--- src/rtl/cordic_result_stage.sv ---
// -----------------------------------------------------------------------------
// cordic_result_stage
//
// Output stage behind an unrolled (non-stallable) 21-bit CORDIC rotation
// pipeline. A tag delay line carries each accepted sample's valid bit and
// negate flag alongside the fixed-latency pipeline. When the tag arrives with
// the final x word, x is sign-corrected and clamped to [-ONE, +ONE]. The result
// is then pushed into a small FIFO that feeds a valid/ready consumer port.
// Upstream flow control uses credits: a sample is only admitted when a FIFO
// slot is guaranteed for it.
//
// Ports
//   clk          rising-edge clock
//   reset_n      asynchronous active-low reset
//   flush        synchronous clear of in-flight tags and buffered results
//   entry_valid  sample enters the CORDIC pipeline this cycle
//   entry_neg    1 = negate this sample's result
//   entry_ready  upstream may present a sample this cycle
//   cordic_x     signed final x word, PIPE_DEPTH cycles after entry
//   out_valid    out_data holds a result
//   out_ready    consumer accepts out_data
//   out_data     signed result, sign-extended to OUT_W
//   overflow_err sticky: a write hit a full FIFO
// -----------------------------------------------------------------------------
module cordic_result_stage #(
    parameter int PIPE_DEPTH = 4,
    parameter int FIFO_DEPTH = 4,
    parameter int FRAC       = 19,
    parameter int OUT_W      = 32
) (
    input  logic             clk,
    input  logic             reset_n,
    input  logic             flush,
    input  logic             entry_valid,
    input  logic             entry_neg,
    output logic             entry_ready,
    input  logic [20:0]      cordic_x,
    output logic             out_valid,
    input  logic             out_ready,
    output logic [OUT_W-1:0] out_data,
    output logic             overflow_err
);

    localparam int AW = (FIFO_DEPTH > 1) ? $clog2(FIFO_DEPTH) : 1;
    localparam int CW = AW + 1;
    localparam int IW = $clog2(PIPE_DEPTH + 1);
    localparam int SW = ((IW > CW) ? IW : CW) + 1;

    localparam logic signed [21:0] C_POS_ONE = 22'(1 << FRAC);
    localparam logic signed [21:0] C_NEG_ONE = -C_POS_ONE;

    // Negate (in 22 bits so -2^20 is representable) and clamp to [-ONE, +ONE].
    // The clamp absorbs CORDIC gain overshoot as well as the negated -2^20 case.
    function automatic logic [20:0] fix_up(input logic [20:0] x, input logic neg);
        logic signed [21:0] ext;
        logic signed [21:0] v;
        ext = {x[20], x};
        if (neg) begin
            v = -ext;
        end else begin
            v = ext;
        end
        if (v > C_POS_ONE) begin
            fix_up = C_POS_ONE[20:0];
        end else if (v < C_NEG_ONE) begin
            fix_up = C_NEG_ONE[20:0];
        end else begin
            fix_up = v[20:0];
        end
    endfunction

    logic [PIPE_DEPTH-1:0] r_tag_v;
    logic [PIPE_DEPTH-1:0] r_tag_n;
    logic [IW-1:0]         r_inflight;
    logic [20:0]           r_mem [FIFO_DEPTH];
    logic [AW-1:0]         r_wr_ptr;
    logic [AW-1:0]         r_rd_ptr;
    logic [CW-1:0]         r_count;
    logic                  r_overflow;

    logic                  w_entry;
    logic                  w_tag_valid;
    logic                  w_tag_neg;
    logic [20:0]           w_fixed;
    logic                  w_full;
    logic                  w_pop;
    logic                  w_wr;
    logic                  w_ovf;
    logic [SW-1:0]         w_credit_sum;
    logic [20:0]           w_head;

    assign w_entry      = entry_valid & entry_ready;
    assign w_tag_valid  = r_tag_v[PIPE_DEPTH-1];
    assign w_tag_neg    = r_tag_n[PIPE_DEPTH-1];
    assign w_fixed      = fix_up(cordic_x, w_tag_neg);
    assign w_full       = (r_count == CW'(FIFO_DEPTH));
    assign w_pop        = out_valid & out_ready;
    // A full FIFO can still take a write when the head leaves in the same cycle.
    assign w_wr         = w_tag_valid & (~w_full | w_pop);
    assign w_ovf        = w_tag_valid & w_full & ~w_pop;
    // Credits come from registered state only, so out_ready never reaches entry_ready.
    assign w_credit_sum = SW'(r_inflight) + SW'(r_count);
    assign w_head       = r_mem[r_rd_ptr];

    assign entry_ready  = (w_credit_sum < SW'(FIFO_DEPTH));
    assign out_valid    = (r_count != {CW{1'b0}});
    assign out_data     = {{(OUT_W-21){w_head[20]}}, w_head};
    assign overflow_err = r_overflow;

    // Tag delay line: shifts {entry, entry_neg} in step with the CORDIC pipeline.
    always_ff @(posedge clk or negedge reset_n) begin
        if (!reset_n) begin
            r_tag_v <= {PIPE_DEPTH{1'b0}};
            r_tag_n <= {PIPE_DEPTH{1'b0}};
        end else if (flush) begin
            r_tag_v <= {PIPE_DEPTH{1'b0}};
            r_tag_n <= {PIPE_DEPTH{1'b0}};
        end else begin
            r_tag_v[0] <= w_entry;
            r_tag_n[0] <= entry_neg;
            for (int i = 1; i < PIPE_DEPTH; i++) begin
                r_tag_v[i] <= r_tag_v[i-1];
                r_tag_n[i] <= r_tag_n[i-1];
            end
        end
    end

    // In-flight credit counter: up on accepted entry, down when its tag reaches the FIFO.
    always_ff @(posedge clk or negedge reset_n) begin
        if (!reset_n) begin
            r_inflight <= {IW{1'b0}};
        end else if (flush) begin
            r_inflight <= {IW{1'b0}};
        end else begin
            r_inflight <= r_inflight + IW'(w_entry) - IW'(w_tag_valid);
        end
    end

    // Result FIFO storage, pointers, occupancy and sticky overflow flag.
    always_ff @(posedge clk or negedge reset_n) begin
        if (!reset_n) begin
            for (int i = 0; i < FIFO_DEPTH; i++) begin
                r_mem[i] <= 21'd0;
            end
            r_wr_ptr   <= {AW{1'b0}};
            r_rd_ptr   <= {AW{1'b0}};
            r_count    <= {CW{1'b0}};
            r_overflow <= 1'b0;
        end else if (flush) begin
            r_wr_ptr <= {AW{1'b0}};
            r_rd_ptr <= {AW{1'b0}};
            r_count  <= {CW{1'b0}};
        end else begin
            if (w_wr) begin
                r_mem[r_wr_ptr] <= w_fixed;
                r_wr_ptr        <= r_wr_ptr + AW'(1'b1);
            end
            if (w_pop) begin
                r_rd_ptr <= r_rd_ptr + AW'(1'b1);
            end
            case ({w_wr, w_pop})
                2'b10:   r_count <= r_count + CW'(1'b1);
                2'b01:   r_count <= r_count - CW'(1'b1);
                default: r_count <= r_count;
            endcase
            if (w_ovf) begin
                r_overflow <= 1'b1;
            end
        end
    end

endmodule

--- config.mk ---
export PLATFORM = sky130hd
export DESIGN_NAME = cordic_result_stage
export DESIGN_NICKNAME = d
export VERILOG_FILES = /design/src/rtl/cordic_result_stage.sv
export SDC_FILE = /design/constraint.sdc
export NUM_CORES = 1
export LEC_CHECK = 0
export CORE_ASPECT_RATIO = 0.8
export CORE_MARGIN = 2
export CORE_UTILIZATION = 30
export CTS_BUF_LIST = sky130_fd_sc_hd__clkbuf_8
export DETAILED_ROUTE_END_ITERATION = 10
export GPL_TIMING_DRIVEN = 1
export SLEW_MARGIN = 20
export SYNTH_ARGS = -nofsm -noshare
export SYNTH_HDL_FRONTEND = slang
export SYNTH_SLANG_ARGS = --single-unit
--- constraint.sdc ---
create_clock -name clk -period 6.25 [get_ports clk]
set_input_delay 1.5625 -clock clk [delete_from_list [all_inputs] [get_ports clk]]
set_output_delay 1.5625 -clock clk [all_outputs]
set_load 0.05 [all_outputs]
==> results summary, run 1 <==
The die covers 20500 µm². For this run, the total global-route usage over all layers was measured as 0.148. The first global-routing pass estimated 23900 µm of wire.

The count of cells resized by post-cts repair came out at 0. The number of maximum-capacitance violations is 0. The CTS tree is built. The share of the Yosys chip area taken by registers is 0.445.

dfrtp_1 is the most common cell in the netlist. The number of buffers added on ports came out at 61. Setup repair after global routing left no endpoint under its margin. The final critical-path required period came out at 4.79 ns. Derived from the worst setup path, the maximum achievable clock frequency is 0.209 GHz.

In this run the worst hold path is classified as reg2reg. The commonest cells after synthesis are 103 x dfrtp_1, 68 x nor2_1, 58 x nand2_1, 50 x a21oi_2, 48 x a21oi_1. The hold path startpoint is r_tag_n[1]$_DFF_PN0_.

The wire length reported by the detailed router came out at 14700 µm. The transition time at the pin with the least slew margin is 1.08 ns. The area taken by flip-flops and latches is 2580 µm². The core area came out at 19000 µm².

The multi-input combinational cell area is 2890 µm². The horizontal die dimension is 159 µm. The clock latency on the worst-skew pair came out at 0.38 ns.

The repair_antennas step left the layout with diodes totalling 0. The floorplan step set the die height to 128 µm. The largest fanout on the critical path is 52. The kind of critical path is in2reg.

CTS built an H-tree with a depth of 3. The max-slew headroom at the worst pin is 0.280. The static leakage is 0.00269 µW.

In this run the clock root is driven by a clkbuf_8. The most used flip-flop cell after synthesis is dfrtp_1. The detail route stage leaves a number of antenna-violating nets equal to 0.

The maximum clock skew at final layout is 0.0193 ns. Counting flops with a built-in enable in the synthesized netlist gives 0. After detailed routing, the number of vias per cell comes to 5.11. The count of warnings emitted by yosys came out at 0. The initialized floorplan defines 45 standard-cell rows. By area the synthesized netlist is led by dfrtp_1 44%, mux4_2 8.2%, a21oi_2 7.6%, nor2_1 4.4%, a21oi_1 4.1%. The worst setup path is captured at a register. For this run the aggregate overflow at the end of global routing stands at 0. The count of mapped cells out of synthesis came out at 570. Summed over all instances, the cell type with the most area after synthesis is dfrtp_1.

Tracing the worst setup path back leads to its startpoint at cordic_x[0]. In the final design database the tool counted 636 nets. The capture point of the worst path is r_mem[31]$_DFFE_PN0P_.

The number of setup buffers added after CTS is 0. Yosys mapped the design onto 53 distinct sky130hd cell types. Summing every instance area after synthesis gives 5800 µm². The number of filler instances in the final layout came out at 1935.

The number of hold-slack violations in the final timing report came out at 0. The worst register-to-register path ends at r_mem[31]$_DFFE_PN0P_. The count of hold-fix buffers inserted at cts is 0.

The number of global-route vias before repair is 4433. The number of max-slew violations in the final report came out at 0. The total power consumption of the routed design came out at 2120 µW.

After clock tree synthesis, the clock-pin slew on the worst setup and hold paths is 0.11 ns. The routability congestion estimate is 0.824. The via count came out at 4398. 62 I/O pins were placed. The worst vdd rail ir drop is 0.000203 V. The number of nets in the synthesized netlist is 608.

The first-iteration detailed-routing DRC count is 366. The starting density of the core is 0.306. The synthesized area per cell came out at 10.2 µm². The CTS sink count is 103.

The minimum setup slack in the final design came out at 1.46 ns. The run finished with clean final reports. The worst setup path is launched from an input port. The area fraction of the dominant cell type after synthesis came out at 0.445. Counting the buffers created by CTS gives 9.

In this run, synthesis produced a sequential element count of 103. Before CTS, the worst setup slack after placement is 1.09 ns. Setup violations remaining at the end of the flow were counted as 0.

The number of iterations in the first detailed-routing pass is 5. The maximum number of buffers from clock root to sink came out at 2. The number of antenna violations at the first check in global routing came to 1. The data arrival time of the critical path came out at 5.01 ns.

For this run, asynchronously set or reset flops after synthesis account for 1.00. The power density normalized to cell area is 316 nW/µm². The half-perimeter wire length after placement came out at 9980 µm.

The internal reg-to-reg setup slack is 2.67 ns. The fraction of final layout cells with drive strength greater than 1 is 0.182. The area growth from synthesis to final layout is 16.1%. The depth of the most critical reg-to-reg path came out at 8. Hold is met by 0.472 ns. The pin count of the biggest net entering global routing is 59. The sum of negative setup slack is 0 ns. The final critical-path share of the clock period is 0.767. The launch instance of the worst register-to-register path is r_tag_n[3]$_DFF_PN0_. STA puts the critical path data required time at 6.47 ns.

The residual DRC count is 0. The routed length per instance is 17.1 µm.
==> worst max-delay path, cell delays in order <==
cell,delay (ns)
clkdlybuf4s50_1,0.48
inv_1,0.17
ha_1,0.20
nor3b_1,0.39
nand2_1,0.26
or3_1,0.42
mux2_2,0.30
a32oi_1,0.20
o41a_2,0.17
buf_4,0.67
a21boi_0,0.20
==> placed cells by master, fill, tap and decap left out, types with 12 or more instances in the layout <==
master | synthesis | final
o31ai_1 | 26 | 26
clkdlybuf4s50_1 | 0 | 60
nand2_1 | 58 | 58
xnor2_1 | 12 | 12
nor2_1 | 68 | 68
dfrtp_1 | 103 | 103
xor2_1 | 16 | 16
mux4_2 | 21 | 21
a21oi_1 | 48 | 48
a21oi_2 | 50 | 50
o21ai_0 | 21 | 21
==> metrics by stage <==
| stage | instances | area [µm²] | util |
|---|---|---|---|
| 3_3_place_gp | 845 | 6520 | 0.343 |
| 4_1_cts | 861 | 6730 | 0.355 |
| 2_1_floorplan | 570 | 5800 | - |
| 3_5_place_dp | 845 | 6520 | 0.343 |
| 5_1_grt | 861 | 6730 | 0.355 |
| 6_report | 861 | 6730 | 0.355 |
==> power by group <==
| part | switching [µW] | internal [µW] | total, µW |
|---|---|---|---|
| registers | 58.3 | 733 | 792 |
| logic | 562 | 321 | 883 |
| clock network | 247 | 202 | 449 |
| total | 867 | 1260 | 2120 |
==> worst min path at each step <==
stage | end | cells after the start
floorplan | r_tag_n[1]$_DFF_PN0_ | 1
global placement | r_tag_v[2]$_DFF_PN0_ | 1
detailed placement | r_tag_n[3]$_DFF_PN0_ | 1
CTS | r_tag_v[1]$_DFF_PN0_ | 1
global route | r_tag_v[1]$_DFF_PN0_ | 1
finish | r_tag_n[2]$_DFF_PN0_ | 1
==> flip-flops by register name (all words and copies together) (netlist names) <==
signal        count
overflow_err      1
r_rd_ptr          2
r_mem            84
r_inflight        3
r_count           3
r_tag_v           4
r_wr_ptr          2
r_tag_n           4
==> final cells by class <==
class	count	share of cell area
clock buffer	10	0.0205
timing repair buffer	71	0.102
clock inverter	6	0.0108
inverter	11	0.00614
sequential	103	0.383
tap	258	0.0480
multi-input combinational	402	0.430
==> per-layer routing <==
metal	vias up	part of all wire	GRT usage
li1	2056	-	-
met2	125	0.48	0.246
met3	13	0.050	0.0313
met5	-	0.00082	0
met1	2202	0.46	0.199
met4	2	0.0093	0.0401
==> kinds of logic (layout without fill, tap and decap cells) <==
family | count (synthesis) | in the layout | synth area share
compound gates | 164 | 164 | 0.198
xor+xnor | 29 | 29 | 0.0451
fa+ha+maj | 11 | 11 | 0.0263
buf+inv | 65 | 98 | 0.0566
flops | 103 | 103 | 0.445
mux | 27 | 27 | 0.0922
simple gates | 171 | 171 | 0.137
Power figures use the tool's default switching activity.
==> inputs of run 2 (changes only) <==
==> constraint.sdc (replaced) <==
create_clock -name clk -period 4.02 [get_ports clk]
set_input_delay 1.005 -clock clk [delete_from_list [all_inputs] [get_ports clk]]
set_output_delay 1.005 -clock clk [all_outputs]
set_load 0.05 [all_outputs]
==> run 2 against run 1 <==
Against the previous run: critical path depth increased by 1; die area unchanged; register-to-register slack got worse by 1.5 ns; sequential power is 53% higher; worst hold slack improved by 0.011 ns; global-route usage barely moved; final cell count rose by 4.1%; core utilization rose by 1.3 points; power rose by 53%; combinational power rose by 60%; setup slack worse by 1.2 ns; clock-buffer cell count unchanged; largest cell class unchanged; highest routed layer is now met4.
==> results summary, run 2 (same netlist as run 1, synthesis figures left out) <==
In the final layout, the share of cells above drive strength 1 is 0.226. The worst hold path begins at r_tag_n[0]$_DFF_PN0_. Across every metal layer, demand over resource in global routing totals 0.149. The top cell types in the final layout, fill and taps aside, are 103 x dfrtp_1, 68 x nor2_1, 60 x clkdlybuf4s50_1, 58 x nand2_1, 50 x a21oi_2. The CTS sink count came out at 103. The global-route wire length before repair is 23900 µm. STA classifies the critical path endpoint as a register. The post-placement cell area is 6790 µm². The via count is 4382. The boundary pin count came out at 62. The data arrival time of the critical path came out at 4.08 ns. The number of vias per cell is 4.89. The overall overflow remaining after global route came out at 0. The max-slew headroom at the worst pin is 0.473. The startpoint identified for the worst register-to-register timing path is r_tag_n[3]$_DFF_PN0_. The worst hold-check path type is reg2reg. The half-perimeter wire length after placement came out at 10100 µm. The final instance area came out at 6980 µm². The worst setup path is of the in2reg kind. The number of filler instances in the final layout is 1893. The clock latency on the worst-skew pair came out at 0.38 ns.

The maximum clock skew at final layout is 0.0183 ns. The die covers 20500 µm². The antenna diode count is 0. The count of cells resized by post-cts repair came out at 0.

The maximum number of buffers from clock root to sink came out at 2. The final critical-path share of the clock period came out at 0.939. The number of levels the H-tree was split into came out at 3. In this design, the stage delay of the slowest critical-path cell is 0.56 ns. The total placed cells including tap cells came out at 880. The register with the most flip-flops in the layout has 84 of them. The largest individual stage delay along the critical path comes from the cell clkdlybuf4s50_1.

The count of placed standard cells in the final layout, fillers left out is 896. The area growth from synthesis to final layout came out at 20.4%. TritonCTS built the clock tree. The critical path's most frequent cell is buf_4. The peak clock frequency supported by timing came out at 0.265 GHz. The number of max-slew violations in the final report is 0. The number of nets in the finished design is 671.

The number of hold-slack violations in the final timing report is 0. The count of hold-fix buffers inserted at cts is 0. The critical path goes through clkdlybuf4s50_1 > inv_1 > ha_1 > nor3b_1 > buf_4 > a41oi_1 > xnor2_2 > nand4_1 > or4b_1 > o41a_2 > buf_4 > a21oi_1. The largest registers in the layout are r_mem x84, r_tag_n x4, r_tag_v x4. The top register by number of flip-flops is r_mem.

The wire length reported by the detailed router is 14500 µm. Measured on the finished design, the core utilization comes to 0.368. The worst vdd rail ir drop is 0.000271 V. The floorplan has 45 rows.

The horizontal die dimension came out at 159 µm. Data on the critical path is required at its endpoint by 4.32 ns. The number of global-route vias before repair came out at 4387.

The first-iteration detailed-routing DRC count is 317. The power density normalized to cell area is 465 nW/µm². The y dimension of the die is 128 µm.

The residual DRC count is 0. The flow ran to the end, and the final reports show no timing, DRC or antenna violations. The static leakage came out at 0.00286 µW.

Setup repair after global routing left no endpoint under its margin. The number of buffers added on ports is 61. Leaving out fill and tap cells, the most frequent cell in the layout is dfrtp_1. Tracing the worst setup path back leads to its startpoint at cordic_x[1]. The post-CTS setup repair buffer count came out at 0. The tree is rooted in a clkbuf_8. The worst setup path is launched from an input port. Counting both buffers and inverters, the worst setup path holds a total of 4.

In the final routed layout, each cell accounts on average for 16.2 µm. The final critical-path required period came out at 3.77 ns. The multi-input combinational cell area is 2890 µm².

The number of antenna violations at the first check in global routing is 0. The congestion estimate from routability-driven global placement came to 0.857. The core area came out at 19000 µm². The pin count of the biggest net entering global routing came out at 87. The area taken by flip-flops and latches is 2580 µm². Max-cap violations in this run came to 0. After clock tree synthesis, the clock-pin slew on the worst setup and hold paths is 0.11 ns.

Setup violations remaining at the end of the flow were counted as 0. The starting density of the core came out at 0.306. The transition time at the pin with the least slew margin is 0.791 ns. The largest fanout on the critical path is 15. The remaining number of nets flagged by the antenna check after routing came out at 0. On the final layout, the worst hold slack is 0.482 ns. The number of iterations in the first detailed-routing pass came out at 4. The number of buffers created by CTS came out at 9. The dominant delay contributor by cell family on the critical path is buffers and inverters.
## run 2: power breakdown
part | switching [µW] | total [µW] | internal [µW]
Combinational | 890 | 1410 | 523
Clock | 374 | 620 | 246
Sequential | 69.4 | 1210 | 1140
Total | 1330 | 3240 | 1910
## run 2: final cells by class
class | count | area share
Sequential cell | 103 | 0.369
Multi-Input combinational cell | 402 | 0.415
Timing Repair Buffer | 106 | 0.138
Clock buffer | 10 | 0.0197
Clock inverter | 6 | 0.00628
Inverter | 11 | 0.00592
Tap cell | 258 | 0.0463
## run 2: worst register-to-register path, stage by stage, from the launching register on
cell	delay, ns
dfrtp_1	0.35
buf_4	0.26
inv_1	0.20
a41oi_1	0.30
xnor2_2	0.17
nand4_1	0.11
or4b_1	0.52
o41a_2	0.42
buf_4	0.23
a21oi_1	0.20
## run 2: path summary, 6_finish.rpt
kind	end	slack, ns	depth (start not counted)
max	r_mem[46]$_DFFE_PN0P_	0.25	12
min	r_tag_n[1]$_DFF_PN0_	0.48	1
max reg2reg	r_mem[46]$_DFFE_PN0P_	1.19	9
min reg2reg	r_tag_n[1]$_DFF_PN0_	0.48	1
max in group asynchronous	r_rd_ptr[1]$_DFFE_PN0P_	2.58	2
min in group asynchronous	r_mem[81]$_DFFE_PN0P_	0.68	1
## run 2: per-stage QoR
step / TNS [ns] / power [µW] / worst slack, ns
after floorplan: 0 / 2250 / 0.239
after global placement: -0.386 / 2630 / -0.0316
after detailed placement: -4.85 / 2670 / -0.143
after CTS: 0 / 3290 / 0.253
after global routing: 0 / 3420 / 0.103
final: 0 / 3240 / 0.246
## run 2: metal layers
metal	track usage	up-vias	part of all wire
met3	0.0277	15	0.044
met5	0	-	0
li1	-	2126	-
met2	0.241	83	0.47
met1	0.208	2158	0.48
met4	0.0358	0	0.010
==> inputs of run 3 (changes only) <==
--- a/config.mk
+++ b/config.mk
@@ -5,12 +5,13 @@
 export SDC_FILE = /design/constraint.sdc
 export NUM_CORES = 1
 export LEC_CHECK = 0
-export CORE_ASPECT_RATIO = 0.8
 export CORE_MARGIN = 2
-export CORE_UTILIZATION = 30
+export CORE_UTILIZATION = 45
 export CTS_BUF_LIST = sky130_fd_sc_hd__clkbuf_8
 export DETAILED_ROUTE_END_ITERATION = 10
 export GPL_TIMING_DRIVEN = 1
+export PLACE_DENSITY = 0.68
+export SETUP_SLACK_MARGIN = 0.05
 export SLEW_MARGIN = 20
 export SYNTH_ARGS = -nofsm -noshare
 export SYNTH_HDL_FRONTEND = slang
==> run 3 against run 2 <==
Against the previous run: combinational power barely moved; setup slack improved by 0.029 ns; clock power increased by 13%; critical path type unchanged; highest routed layer unchanged.
==> results summary, run 3 (same netlist as run 1, synthesis figures left out) <==
Timing would allow up to 0.267 GHz. Port buffering added 61 buffers. The root buffer cell chosen for the clock tree is clkbuf_8. The antenna diode count came out at 0. In this run, CTS created clock tree buffers numbering 9. The worst setup path is launched from an input port.

The switching power of the nets came out at 1340 µW. The count of cells resized by post-cts repair came out at 0. Between clock sinks in the finished design, the worst skew comes to 0.0147 ns. The number of nets in the finished design came out at 666. The clock tree synthesis step divided the H-tree into 3 levels. The part of the total power dissipated in combinational logic is 0.425.

The filler cells instantiated in the layout total 1170. The routability congestion estimate came out at 0.890. The routed length per instance is 17.0 µm. The register with the most flip-flops in the layout has 84 of them.

The total placed cells including tap cells came out at 789. After legalization and detailed placement, the total HPWL measured 9510 µm. The final critical-path share of the clock period is 0.932.

The largest individual stage delay along the critical path comes from the cell or4b_1. Max-cap violations in this run came to 0. Counting I/O delays and the setup requirement, the final critical path takes 3.74 ns. At the placement stage, the worst setup path has a slack of -0.105 ns. The overall overflow remaining after global route is 0. The horizontal die dimension came out at 118 µm. For this configuration, the core starts out at a cell density of 0.459. The switching fraction of total power is 0.403. The total power consumption of the routed design came out at 3320 µW. The boundary pin count came out at 62. The overall track demand over capacity in global routing came out at 0.206. Clock-pin slew was measured on the worst setup and hold paths at 0.11 ns. The clock latency on the worst-skew pair is 0.37 ns. At the worst endpoint, the arrival time is 4.04 ns.

The number of antenna violations at the first check in global routing is 0. The final layout contains routed wiring with a total length of 13700 µm. In the final layout, the registers with the most flip-flops are r_mem x84, r_tag_n x4, r_tag_v x4.

The power share of the clock group came out at 0.210. The sequential share of power is 0.365. Power spread over the standard cell area amounts to 482 nW/µm². The remaining number of nets flagged by the antenna check after routing came out at 0. The number of cell rows came out at 41. The transition time at the pin with the least slew margin came out at 0.693 ns. The CTS sink count came out at 103. Of the cells placed in the final design, the portion with a size suffix greater than 1 is 0.220. The number of hold-slack violations in the final timing report is 0.

The largest fanout on the critical path came out at 52. STA classifies the critical path endpoint as a register. The max-slew headroom at the worst pin came out at 0.538. The internal power came out at 1980 µW.

The finished layout holds 805 standard cells, fillers aside. The worst vdd rail ir drop is 0.000234 V. The residual DRC count came out at 0. The maximum number of buffers from clock root to sink came out at 2.

The core area came out at 12600 µm². The die covers 13800 µm². The y dimension of the die is 118 µm.

The CTS tree is built. The pin count of the biggest net entering global routing is 61. The number of iterations in the first detailed-routing pass is 4. Dividing the detail-routed via count by the number of cells gives 5.49. Setup violations remaining at the end of the flow were counted as 0. The first global-routing pass estimated 22900 µm of wire.

The data required time of the worst path is 4.32 ns. The first-iteration detailed-routing DRC count is 435. For this design the static power due to leakage is 0.00287 µW. Relative to the synthesized area, the layout overhead comes to 19.0%. The top register by number of flip-flops is r_mem. The tightest min-delay check is of the reg2reg type.

The kind of critical path is in2reg. The count of hold-fix buffers inserted at cts came out at 0. The number of global-route vias before repair was 4452. In this design, the stage delay of the slowest critical-path cell is 0.53 ns. The most frequent standard cell in the layout excluding fill and tap cells is dfrtp_1. The via count came out at 4423. The run finished with clean final reports. The number of max-slew violations in the final report came out at 0. After layout, the worst setup slack is 0.275 ns. The post-CTS setup repair buffer count is 0.

In the layout the commonest cells are 103 x dfrtp_1, 68 x nor2_1, 60 x clkdlybuf4s50_1, 58 x nand2_1, 50 x a21oi_2. Setup repair after global routing left no endpoint under its margin. The critical path goes through clkdlybuf4s50_1 > inv_1 > ha_1 > nor3b_1 > buf_4 > a41oi_1 > xnor2_2 > nand4_1 > or4b_1 > o41a_2 > buf_12 > a21boi_0.
run 3: cell count changes in the layout (fill, tap and decap cells not counted):
| cell | delta |
|---|---|
| buf_4 | -7 |
| clkinv_2 | -1 |
| inv_8 | +2 |
| inv_6 | -1 |
| buf_6 | -1 |
| bufinv_16 | +1 |
| clkinvlp_4 | -1 |
| buf_12 | +3 |
run 3: stage by stage:
step	cell area [µm²]	setup TNS [ns]	hold WS (ns)	util
after floorplan	5800	0	0.439	-
after global placement	6690	0	0.448	0.530
after detailed placement	6690	-1.76	0.451	0.530
after CTS	6900	0	0.466	0.547
after global routing	6900	0	0.504	0.547
final	6900	0	0.461	0.547
run 3: final cells by class:
type / count / area (µm²) / share of cell area
Clock buffer: 10 / 138 / 0.0200
Clock inverter: 6 / 75.1 / 0.0109
Tap cell: 172 / 215 / 0.0312
Inverter: 11 / 41.3 / 0.00599
Sequential cell: 103 / 2580 / 0.374
Timing Repair Buffer: 101 / 958 / 0.139
Multi-Input combinational cell: 402 / 2890 / 0.419
run 3: worst paths after layout:
path / startpoint / end / slack (ns) / depth (start not counted)
setup reg to reg: r_tag_n[3]$_DFF_PN0_ / r_mem[31]$_DFFE_PN0P_ / 1.39 / 8
min in group asynchronous: reset_n / r_mem[55]$_DFFE_PN0P_ / 0.62 / 1
hold / removal: r_tag_n[0]$_DFF_PN0_ / r_tag_n[1]$_DFF_PN0_ / 0.46 / 1
hold reg to reg: r_tag_n[0]$_DFF_PN0_ / r_tag_n[1]$_DFF_PN0_ / 0.46 / 1
max in group asynchronous: reset_n / r_mem[70]$_DFFE_PN0P_ / 2.67 / 2
setup / recovery: cordic_x[0] / r_mem[31]$_DFFE_PN0P_ / 0.28 / 12
run 3: worst max-delay path: cells and delay by family:
kind,cells,cell delay (ns)
xor gates and xnor gates,1,0.16
adders and majority gates,1,0.23
buffers and inverters,4,0.92
and+or+nand+nor,3,0.79
AOI/OAI and AO/OA,3,0.90
run 3: power by group through the flow:
stage               clock, µW  combinational, µW  sequential [µW]
finish                    699               1410             1210
global placement            0               1400             1230
floorplan                   0               1040             1210
CTS                       708               1430             1210
global route              758               1500             1230
detailed placement          0               1420             1230
run 3: per-layer routing:
layer / up-vias / GRT usage / share of wire
met5: - / 0 / 0
met4: 0 / 0.0708 / 0.013
met3: 13 / 0.0455 / 0.047
met2: 97 / 0.341 / 0.50
met1: 2187 / 0.269 / 0.44
li1: 2126 / - / -
